--- src/rtl/prewish_pattern_sequencer_if.sv ---
// Pattern transfer channel: the sequencer drives STB_O/DAT_O, the mentor answers with ACK_I.
interface prewish_pattern_sequencer_if #(
    parameter int DATA_WIDTH = 8
);
    logic                  STB_O;
    logic [DATA_WIDTH-1:0] DAT_O;
    logic                  ACK_I;

    modport master (output STB_O, output DAT_O, input ACK_I);
    modport slave  (input STB_O, input DAT_O, output ACK_I);
endinterface

--- src/rtl/prewish_pattern_sequencer.sv ---
// Issues patterns from a writable table as STB_O/DAT_O transfers, acknowledged by ACK_I.
// Advance source: interval (auto/resend), manual step edge, or hold; ACK timeout sets a sticky error.
module prewish_pattern_sequencer #(
    parameter int DATA_WIDTH   = 8,
    parameter int NUM_PATTERNS = 8,
    parameter int INTERVAL     = 2**27,
    parameter int ACK_TIMEOUT  = 16,
    parameter int ALIVE_BITS   = 23,
    localparam int IW          = $clog2(NUM_PATTERNS)
) (
    input  logic                    CLK_I,
    input  logic                    RST_I,
    input  logic [1:0]              i_mode,
    input  logic                    i_step,
    input  logic                    i_wr_en,
    input  logic [IW-1:0]           i_wr_idx,
    input  logic [DATA_WIDTH-1:0]   i_wr_dat,
    prewish_pattern_sequencer_if.master bus,
    output logic [IW-1:0]           o_index,
    output logic                    o_err,
    output logic                    o_alive,
    output logic [1:0]              o_dbg_state
);
    localparam int CNT_W = $clog2(INTERVAL);
    localparam int TO_W  = $clog2(ACK_TIMEOUT + 1);
    localparam int IW1   = IW + 1;

    typedef enum logic [1:0] {
        S_IDLE = 2'd0,
        S_SEND = 2'd1,
        S_ADV  = 2'd2
    } state_t;

    state_t                r_state;
    state_t                w_next;
    logic [DATA_WIDTH-1:0] r_table [NUM_PATTERNS];
    logic [DATA_WIDTH-1:0] r_dat;
    logic                  r_stb;
    logic [IW-1:0]         r_index;
    logic                  r_err;
    logic [CNT_W-1:0]      r_cnt;
    logic [TO_W-1:0]       r_to_cnt;
    logic [1:0]            r_mode_prev;
    logic                  r_step_prev;
    logic                  r_step_arm;
    logic [ALIVE_BITS-1:0] r_alive;

    logic w_interval_mode;
    logic w_mode_enter;
    logic w_trigger;
    logic w_launch;
    logic w_ack_done;
    logic w_timeout;
    logic w_adv;
    logic w_idx_ok;

    function automatic logic [DATA_WIDTH-1:0] default_entry(input int k);
        default_entry = '0;
        default_entry[DATA_WIDTH-1-(k % DATA_WIDTH)] = 1'b1;
    endfunction

    // Out-of-range write indices only exist when the depth is not a power of two.
    if (NUM_PATTERNS == (1 << IW)) begin : g_idx_full
        assign w_idx_ok = 1'b1;
    end else begin : g_idx_part
        assign w_idx_ok = ({1'b0, i_wr_idx} < IW1'(NUM_PATTERNS));
    end

    assign w_interval_mode = (i_mode == 2'b00) || (i_mode == 2'b11);
    assign w_mode_enter    = w_interval_mode && (i_mode != r_mode_prev);
    assign w_trigger = (w_interval_mode && !w_mode_enter && (r_cnt == CNT_W'(INTERVAL - 1)))
                     || ((i_mode == 2'b01) && i_step && !r_step_prev && r_step_arm);

    always_ff @(posedge CLK_I) begin
        if (RST_I) r_state <= S_IDLE;
        else       r_state <= w_next;
    end

    always_comb begin
        w_next     = r_state;
        w_launch   = 1'b0;
        w_ack_done = 1'b0;
        w_timeout  = 1'b0;
        w_adv      = 1'b0;
        case (r_state)
            S_IDLE: begin
                if (w_trigger) begin
                    w_launch = 1'b1;
                    w_next   = S_SEND;
                end
            end
            S_SEND: begin
                // ACK on the expiry cycle wins over the timeout.
                if (bus.ACK_I) begin
                    w_ack_done = 1'b1;
                    w_next     = S_ADV;
                end else if (r_to_cnt == TO_W'(ACK_TIMEOUT)) begin
                    w_timeout = 1'b1;
                    w_next    = S_ADV;
                end
            end
            S_ADV: begin
                w_adv  = 1'b1;
                w_next = S_IDLE;
            end
            default: w_next = S_IDLE;
        endcase
    end

    always_ff @(posedge CLK_I) begin
        // Mode history tracks through reset so releasing reset is never a mode change.
        r_mode_prev <= i_mode;
        if (RST_I) begin
            for (int k = 0; k < NUM_PATTERNS; k++) r_table[k] <= default_entry(k);
            r_dat       <= '0;
            r_stb       <= 1'b0;
            r_index     <= '0;
            r_err       <= 1'b0;
            r_cnt       <= '0;
            r_to_cnt    <= '0;
            r_step_prev <= 1'b0;
            r_step_arm  <= 1'b0;
            r_alive     <= '0;
        end else begin
            r_alive     <= r_alive + ALIVE_BITS'(1);
            r_step_prev <= i_step;
            r_step_arm  <= 1'b1;
            if (i_wr_en && w_idx_ok) r_table[i_wr_idx] <= i_wr_dat;

            if (w_mode_enter) begin
                r_cnt <= '0;
            end else if (w_interval_mode) begin
                r_cnt <= (r_cnt == CNT_W'(INTERVAL - 1)) ? '0 : r_cnt + CNT_W'(1);
            end

            if (w_launch) begin
                r_dat    <= r_table[r_index];
                r_stb    <= 1'b1;
                r_to_cnt <= TO_W'(1);
            end else if (w_ack_done || w_timeout) begin
                r_stb <= 1'b0;
            end else if (r_state == S_SEND) begin
                r_to_cnt <= r_to_cnt + TO_W'(1);
            end

            if (w_timeout) r_err <= 1'b1;

            if (w_adv && (i_mode != 2'b11)) begin
                r_index <= (r_index == IW'(NUM_PATTERNS - 1)) ? '0 : r_index + IW'(1);
            end
        end
    end

    assign bus.STB_O   = r_stb;
    assign bus.DAT_O   = r_dat;
    assign o_index     = r_index;
    assign o_err       = r_err;
    assign o_alive     = r_alive[ALIVE_BITS-1];
    assign o_dbg_state = r_state;
endmodule

--- src/flat_wrapper.sv ---
// flat-port wrapper written by rule: the top's interface ports become plain ports
module prewish_pattern_sequencer_flat 
#(
    parameter int DATA_WIDTH   = 8,
    parameter int NUM_PATTERNS = 8,
    parameter int INTERVAL     = 2**27,
    parameter int ACK_TIMEOUT  = 16,
    parameter int ALIVE_BITS   = 23,
    localparam int IW          = $clog2(NUM_PATTERNS)
)
  (CLK_I, RST_I, i_mode, i_step, i_wr_en, i_wr_idx, i_wr_dat, o_index, o_err, o_alive, o_dbg_state, bus_STB_O, bus_DAT_O, bus_ACK_I);
  prewish_pattern_sequencer_if #(.DATA_WIDTH(DATA_WIDTH)) bus_i ();
  input  logic CLK_I;
  input  logic RST_I;
  input  logic [1:0] i_mode;
  input  logic i_step;
  input  logic i_wr_en;
  input  logic [IW-1:0] i_wr_idx;
  input  logic [DATA_WIDTH-1:0] i_wr_dat;
  output logic [IW-1:0] o_index;
  output logic o_err;
  output logic o_alive;
  output logic [1:0] o_dbg_state;
  output wire logic [$bits(bus_i.STB_O)-1:0] bus_STB_O;
  output wire logic [$bits(bus_i.DAT_O)-1:0] bus_DAT_O;
  input wire logic [$bits(bus_i.ACK_I)-1:0] bus_ACK_I;
  assign bus_STB_O = bus_i.STB_O;
  assign bus_DAT_O = bus_i.DAT_O;
  assign bus_i.ACK_I = bus_ACK_I;
  prewish_pattern_sequencer #(.DATA_WIDTH(DATA_WIDTH), .NUM_PATTERNS(NUM_PATTERNS), .INTERVAL(INTERVAL), .ACK_TIMEOUT(ACK_TIMEOUT), .ALIVE_BITS(ALIVE_BITS)) u_core (.CLK_I(CLK_I), .RST_I(RST_I), .i_mode(i_mode), .i_step(i_step), .i_wr_en(i_wr_en), .i_wr_idx(i_wr_idx), .i_wr_dat(i_wr_dat), .bus(bus_i), .o_index(o_index), .o_err(o_err), .o_alive(o_alive), .o_dbg_state(o_dbg_state));
endmodule
--- config.mk ---
export PLATFORM = sky130hd
export DESIGN_NAME = prewish_pattern_sequencer_flat
export DESIGN_NICKNAME = d
export VERILOG_FILES = /design/src/rtl/prewish_pattern_sequencer_if.sv /design/src/rtl/prewish_pattern_sequencer.sv /design/src/flat_wrapper.sv
export SDC_FILE = /design/constraint.sdc
export NUM_CORES = 1
export LEC_CHECK = 0
export CORE_MARGIN = 4
export CORE_UTILIZATION = 45
export DETAILED_ROUTE_END_ITERATION = 16
export PLACE_DENSITY_LB_ADDON = 0.12
export SLEW_MARGIN = 10
export SYNTH_ARGS = -nofsm -noshare
export SYNTH_HDL_FRONTEND = slang
export SYNTH_SLANG_ARGS = --single-unit
--- constraint.sdc ---
create_clock -name CLK_I -period 5.5 [get_ports CLK_I]
set_clock_uncertainty 0.1 [all_clocks]
set_input_delay 0.55 -clock CLK_I [delete_from_list [all_inputs] [get_ports CLK_I]]
set_output_delay 0.55 -clock CLK_I [all_outputs]
set_load 0.03 [all_outputs]
# --- Word level (Yosys, flattened, before mapping) ---
# Memory sizes are Yosys's and may differ from the RTL's. A register that Yosys moved wholly into a read port is not among the register bits.
# Cells that the tools add are included.
word_totals:
  ff_bits: 66
  latch_bits: 0
  mem_bits_rw: 64
  mem_bits_ro: 0
  in_bits: 18
  output_inout_bits: 16
  wordCells: 79
  n_memories: 1
op_classes:
  n_addsub: 4
  mul: 0
  n_div: 0
  order_cmp: 0
  eq_ne: 12
  n_shift: 0
  mux: 28
  bitwise: 1
  n_reduce_logical: 22
mem_list:
  columns: ["name", "words", "word_bits", "rd", "rd_clocked_by_memory_dff", "wr", "line", "text"]
  rows:
  - ["u_core.r_table", 8, 8, 1, 1, 8, "prewish_pattern_sequencer.sv:36", "logic [DATA_WIDTH-1:0] r_table [NUM_PATTERNS];"]
op_table:
  columns: ["operator", "n"]
  rows:
  - ["$add A27 B1 Y27 const B", 1]
  - ["$eq A27 B27 Y1 const B", 1]
  - ["$mux W27", 1]
  - ["$add A23 B1 Y23 const B", 1]
  - ["$mux W1", 20]
  - ["$mux W8", 1]
  - ["$reduce_or A8 Y1", 1]
  - ["$logic_and A1 B1 Y1", 7]
  - ["$mux W2", 3]
  - ["$mux W3", 2]
  - ["$reduce_and A2 Y1", 3]
  - ["$add A5 B1 Y5 const B", 1]
  - ["$eq A5 B5 Y1 const B", 1]
  - ["$eq A2 B1 Y1 const B", 2]
  - ["$eq A2 B2 Y1 const B", 2]
  - ["$logic_not A2 Y1", 2]
  - ["$ne A2 B1 Y1 const B", 2]
  - ["$pmux W2 S2", 1]
  - ["$reduce_bool A2 Y1", 2]
  - ["$reduce_or A2 Y1", 2]
  - ["$add A3 B1 Y3 const B", 1]
  - ["$eq A3 B3 Y1 const B", 1]
  - ["$logic_or A1 B1 Y1", 3]
  - ["$ne A3 B2 Y1 const B", 1]
  - ["other kinds (4)", 5]

# --- Longest topological paths before layout ---
logic_depth:
  word_depth: 11
  mapped_depth: 9
  depth_no_buf: 7

# --- Least setup slack after synthesis ---
# Ideal clock, no wire load.
synth_timing:
  path_type: "input port to flip-flop"
  from: "input port i_mode[1]"
  to: "register u_core.r_dat[0], in the netlist u_core.bus.DAT_O[0], read port of u_core.r_table"
  setup_time_ps: 86
  t_arrival_ps: 2263
  required_ps: 5314
  slack_ps: 3052
  path_stages: 9
  n_path_buf: 2
  path_cell_list: "inv_1 > ha_1 > buf_2 > nand4_1 > nor4_1 > nand3_4 > and2_4 > buf_6 > a211oi_1"
synth_via:
  elab_chain_cells: 9
  elab_cells_between_ends: 15
  cone_classes: "3 x eq/ne; 2 x mux; 10 x reduce/logical"
synth_rtl:
  columns: ["item", "line", "text"]
  rows:
  - ["start: declaration", "flat_wrapper.sv:15", "input logic [1:0] i_mode;"]
  - ["$eq A2 B2 Y1 / $logic_not A2 Y1 (equally long branches)", "prewish_pattern_sequencer.sv:69", "assign w_interval_mode = (i_mode == 2'b00) || (i_mode == 2'b11);"]
  - ["$logic_or A1 B1 Y1 *", "prewish_pattern_sequencer.sv:69", null]
  - ["named net u_core.w_interval_mode", "prewish_pattern_sequencer.sv:48", "logic w_interval_mode;"]
  - ["$logic_and A1 B1 Y1", "prewish_pattern_sequencer.sv:70", "assign w_mode_enter = w_interval_mode && (i_mode != r_mode_prev);"]
  - ["$logic_not A1 Y1", "prewish_pattern_sequencer.sv:71", "assign w_trigger = (w_interval_mode && !w_mode_enter && (r_cnt == CNT_W'(INTERVAL - 1)))"]
  - ["$logic_and A1 B1 Y1 * (2 in series)", "prewish_pattern_sequencer.sv:71", null]
  - ["$logic_or A1 B1 Y1 *", "prewish_pattern_sequencer.sv:72", "|| ((i_mode == 2'b01) && i_step && !r_step_prev && r_step_arm);"]
  - ["$mux W1 *", "prewish_pattern_sequencer.sv:87", "if (w_trigger) begin"]
  - ["$mux W1 *", "prewish_pattern_sequencer.sv:85", "case (r_state)"]
  - ["end: declaration", "prewish_pattern_sequencer.sv:37", "logic [DATA_WIDTH-1:0] r_dat;"]
# The timed path passes the listed nets; every way through them passes the cells marked *.
# A chain may end at the register's enable or synchronous reset.

# --- Worst setup path in the final report ---
layout_timing:
  from: "input port i_mode[1]"
  to: "register u_core.r_dat[3], in the netlist u_core.bus.DAT_O[3], read port of u_core.r_table"
# Same word-level chain as after synthesis.

==> impl_results.md <==
* Status: completed
* Area Growth Syn to Fin at 18.7%
* TritonCTS clock tree: built
* Worst Tran Pin Value at 0.890 ns
* RR Endpoint: u_core.bus.DAT_O[3]
* Yosys warnings at 0
* Synthesized area at 0.00612 mm²
* Row count at 42
* Fin. Hold Viols at 0
* Critical Path RT at 5.65 ns
* Setup violations, final at 0
* Via count at 4067
* Final worst path period share at 52.4%
* Routability cong. at around 0.8
* Maximum clock path buffer count at 2
* Critical path data arrival time at approximately 3.0 ns
* Fin crit period at about 2.9 ns
* Max VDD drop at 0.368 mV
* Max-Cap Viols at 0
* Cells on worst reg2reg path at 6
* GR Util All Layers at 17.4%
* Setup bufs post-CTS at 0
* Drt initial violations at between 200 and 250
* Die area at between 0.015 and 0.02 mm²
* Fillers at 1126
* Worst Hold Launch: u_core.bus.DAT_O[6]
* Top cell type by total area after synthesis: edfxtp_1
* Worst reg2reg path startpoint: u_core.r_cnt[0]
* Sequential fraction of the synthesis area at 55.6%
* DPL Wire Length at 8950 µm
* Largest net degree at the start of global routing at 48
* DRT antenna net count at 0
* N_diodes at 0
* Post-synth top area share at 31.4%
* RSZ-0062 raised after global routing: false
* HP Class: flip-flop to flip-flop
* Die height at 125 µm
* Share of layout cells above drive strength 1 at between 10% and 20%
* Cts bufs inserted at 17
* Fraction of registers with async set/reset at 0%
* Post-layout nets at between 600 and 700
* Hold path endpoint: u_core.bus.DAT_O[6]
* H-tree depth at 4
* Top_reg_cell synth: dfxtp_1
* Leak Pwr at roughly 0.0025 µW
* Vias in the first global route at 4068
* Die X at 125 µm
* Buffers on Ports at 33
* Syn nets at 565
* Worst setup path class: input pin to flip-flop
* Synth area leaders: edfxtp_1 (31%), dfxtp_1 (24%), mux4_2 (5.9%), and2_1 (5.7%), nor2_1 (3.9%)
* First-pass DRT Iterations at 6
* Fin area at 0.00727 mm²
* Routed via count divided by cell count at 5.27
* Slew Limit Headroom at 40.7%
* Total Routed Length at 12800 µm
* Initial core utilization at 46.1%
* Count leader, synth: dfxtp_1
* Critical Path Sink Type: flip-flop
* Dpl cell area at about 0.0067 mm²
* First-pass GRT wire length at between 20000 and 25000 µm
* Synth cell count leaders: dfxtp_1 (74), edfxtp_1 (64), nor2_1 (63), and2_1 (56), xnor2_1 (26)
* Hold buffer count at CTS at 0
* Worst hold slack at 0.360 ns
* Register area at around 0.0034 mm²
* Setup TNS at 0 ns
* Cts repair resizes at 0
* CP max FO at 10
* Post-synth EDFFs at 64
* IO Count at 34
* Clock root cell: clkbuf_16
* PD cells at 330 mW/mm²
* CP startpoint kind: input pin
* Syn_area_per_cell at 11.4 µm²
* Fin. max-slew vios at 0
* Synth Register Bits at 138
* Core area at between 0.01 and 0.015 mm²
* DRC viols at 0
* Max Clk Rate at 347 MHz
* R2R Setup Slk at 3.19 ns
* Initial antenna violation count at 0
* Num Clock Sinks at 138
* Routed WL per cell at 16.6 µm
* Yosys cell types at 43
* Multi-input gate area at 0.00256 mm²
* Hold path depth at 2
* Worst skew pair latency at roughly 0.41 ns
* Clock transition at the registers of the reported paths at 0.06 ns
* GRT Residual Overflow at 0
* Synth Instances at between 500 and 600
-- registers in the layout, summed over array words and instances (netlist names) --
| register | flops |
|---|---|
| u_core.r_alive | 23 |
| u_core.r_cnt | 27 |
| u_core.r_mode_prev | 2 |
| u_core.r_table | 64 |
| u_core.o_err | 1 |
| u_core.r_step_arm | 1 |
| u_core.bus.DAT_O | 8 |
| u_core.r_step_prev | 1 |
| u_core.o_index | 3 |
| u_core.o_dbg_state | 2 |
| u_core.bus.STB_O | 1 |
| u_core.r_to_cnt | 5 |
-- how the worst max path moves through the flow --
stage	startpoint	to	slack, ns	cells past startpoint
2_1_floorplan	i_mode[1]	u_core.bus.DAT_O[0]	3.05	9
3_3_place_gp	i_mode[1]	u_core.bus.DAT_O[4]	2.34	8
3_5_place_dp	i_mode[1]	u_core.bus.DAT_O[1]	2.19	8
4_1_cts	i_mode[1]	u_core.bus.DAT_O[3]	2.63	8
5_1_grt	i_mode[1]	u_core.bus.DAT_O[2]	2.38	8
6_report	i_mode[1]	u_core.bus.DAT_O[3]	2.62	8
-- layout make-up --
type / instances / area share [%]
clock buffers: 24 / 6.77
inverters: 20 / 1.03
well taps: 176 / 3.03
multi-input cells: 362 / 35.2
clock inverters: 8 / 1.60
flip-flops and latches: 138 / 46.8
repair buffers: 43 / 5.51
-- worst max-delay path, stage by stage --
cell and delay, ns:
clkdlybuf4s50_1 0.54, inv_1 0.07, ha_1 0.40, nand4_1 0.19, nor4_1 0.57, nand3_4 0.21
a221oi_1 0.40, a211oi_1 0.09
-- per-layer routing --
| metal | routed length, µm | track usage [%] | up-vias |
|---|---|---|---|
| met3 | 599 | 5.45 | 18 |
| met4 | 210 | 5.67 | 0 |
| met2 | 6090 | 27.5 | 94 |
| met5 | 0 | 0 | - |
| met1 | 5890 | 22.8 | 1962 |
| li1 | - | - | 1993 |
-- report_power, final --
group | total, µW | internal (µW) | switching (µW)
Sequential | 1130 | 1110 | 14.9
Combinational | 108 | 46.1 | 62.1
Clock | 1160 | 758 | 407
-- placed cells by master, fill, tap and decap left out, types with 10 or more instances in the layout --
cell and count:
nor2b_1 11, nor3_1 21, clkdlybuf4s50_1 32, nand2_1 17, clkbuf_16 17, nor2_1 63, dfxtp_1 74, nand4_1 17
inv_1 19, xor2_1 23, edfxtp_1 64, xnor2_1 26, mux4_2 16, nand3_1 18, o21ai_0 10, buf_4 10
and2_1 56
-- cell families (layout without fill, tap and decap cells) --
kind of cell	count (synthesis)	in the layout	synth area share [%]
adder cells (fa/ha/maj)	8	8	1.63
AO/OA/AOI/OAI	37	37	3.98
buffers and inverters	39	95	2.62
flip-flops	138	138	55.6
multiplexers	20	20	6.54
XOR/XNOR	49	49	7.01
AND/OR/NAND/NOR	248	248	22.6
-- stage by stage --
stage / total power [µW] / instances / util, % / setup slack [ns]
3_5_place_dp: 1260 / 739 / 50.1 / 2.19
3_3_place_gp: 1260 / 739 / 50.1 / 2.34
6_report: 2400 / 771 / 54.7 / 2.62
2_1_floorplan: 1200 / 539 / - / 3.05
5_1_grt: 2480 / 771 / 54.7 / 2.38
4_1_cts: 2420 / 771 / 54.7 / 2.63
Note: power is estimated with default switching activity, not from simulation.
==> RTL change: new RTL, config.mk and constraints unchanged <==
`DATA_WIDTH` is set to 8 in 3 places; all go to 12.
--- a/src/rtl/prewish_pattern_sequencer_if.sv
+++ b/src/rtl/prewish_pattern_sequencer_if.sv
@@ -1,5 +1,5 @@
 // Pattern transfer channel: the sequencer drives STB_O/DAT_O, the mentor answers with ACK_I.
 interface prewish_pattern_sequencer_if #(
-    parameter int DATA_WIDTH = 8
+    parameter int DATA_WIDTH = 12
 );
     logic                  STB_O;
--- a/src/rtl/prewish_pattern_sequencer.sv
+++ b/src/rtl/prewish_pattern_sequencer.sv
@@ -2,5 +2,5 @@
 // Advance source: interval (auto/resend), manual step edge, or hold; ACK timeout sets a sticky error.
 module prewish_pattern_sequencer #(
-    parameter int DATA_WIDTH   = 8,
+    parameter int DATA_WIDTH   = 12,
     parameter int NUM_PATTERNS = 8,
     parameter int INTERVAL     = 2**27,
--- a/src/flat_wrapper.sv
+++ b/src/flat_wrapper.sv
@@ -2,5 +2,5 @@
 module prewish_pattern_sequencer_flat 
 #(
-    parameter int DATA_WIDTH   = 8,
+    parameter int DATA_WIDTH   = 12,
     parameter int NUM_PATTERNS = 8,
     parameter int INTERVAL     = 2**27,
Interface: changed (resized bus_DAT_O and i_wr_dat); port bits go from 34 to 42. The function was not compared with the original's and may differ.
==> RTL change against the original RTL <==
- area after synthesis grew 29%
- sequential cell count grew 36
- design area grew 26%
- sequential share of layout area grew 1.8 points
- power grew 14%
- synthesized cell count grew 22%
- fmax shrank 18%
- worst setup slack lost 630 ps
- critical path depth shrank 1
- first-iteration DRC count grew 18%
- global-route usage shrank 0.41 points
- wire length grew 31%
- combinational power grew 27%
- highest routed layer unchanged
==> RTL change: results (changes against the original RTL) <==
grt_pass1_vias: 5000  # was 4068
grt_start_max_net_pins: 61  # was 48
fillerInstances: 1470  # was 1126
syn_area_sq_um: 7930  # was 6120 sq um
nNonClkBuffers: 53  # was 43
viasPerCell: 5.54  # was 5.27
place_ws_ps: 1570  # was 2190 ps
clkbuf_count: 18  # was 24
reg2reg_depth: 4  # was 6
drt_iter0_markers: 279  # was 237
syn-mean-instance-area_sq_um: 12.0  # was 11.4 sq um
track_usage_pct: 17.0  # was 17.4%
post-route-period-util_pct: 63.8  # was 52.4%
use_met1_pct: 22.6  # was 22.8%
multi_input_area_sq_um: 3300  # was 2560 sq um
r2r_slack_ps: 2420  # was 3190 ps
place_congestion: 0.749  # was 0.802
ys.flop_type: "edfxtp_1"  # was dfxtp_1
hpwl_um: 11000  # was 8950 um
portBuffers: 41  # was 33
status: "finished clean"  # unchanged
hold_end: "u_core.bus.STB_O"  # was u_core.bus.DAT_O[6]
max_stage_delay_ps: 1000  # was 570 ps
ys_types: 48  # was 43
dr_wl_met2_um: 8190  # was 6090 um
reg.largest.list: "u_core.r_table (96), u_core.r_cnt (27), u_core.r_alive (23)"  # was u_core.r_table (64), u_core.r_cnt (27), u_core.r_alive (23)
cp_slowest_cell: "and2_0"  # was nor4_1
place_area_sq_um: 8560  # was 6660 sq um
whs_ps: 366  # was 360 ps
[RTL change: changes by cell type after synthesis, sizes merged, moves of 9 or more]
| cell | before | now |
|---|---|---|
| mux2i | 4 | 17 |
| mux2 | 0 | 13 |
| nor2 | 63 | 46 |
| edfxtp | 64 | 96 |
| xor2 | 23 | 11 |
| a21oi | 8 | 17 |
| o31ai | 0 | 14 |
| or4 | 2 | 17 |
| clkbuf | 13 | 24 |
| and2 | 57 | 90 |
[RTL change: power groups by stage]
stage	clock (W)	combinational [W]	sequential, W
2_1_floorplan	0	0.0000754	0.00147
4_1_cts	0.00119	0.000138	0.00144
3_5_place_dp	0	0.000138	0.00147
6_report	0.00117	0.000137	0.00144
5_1_grt	0.00125	0.000149	0.00144
3_3_place_gp	0	0.000136	0.00147
[RTL change: kinds of logic after synthesis]
group	after synthesis	synth area share, %
buffers and inverters	47	2.32
AOI/OAI and AO/OA	58	4.66
DFF	174	56.1
adders and majority gates	8	1.26
muxes	54	10.8
xor gates and xnor gates	30	3.32
and+or+nand+nor	289	21.6
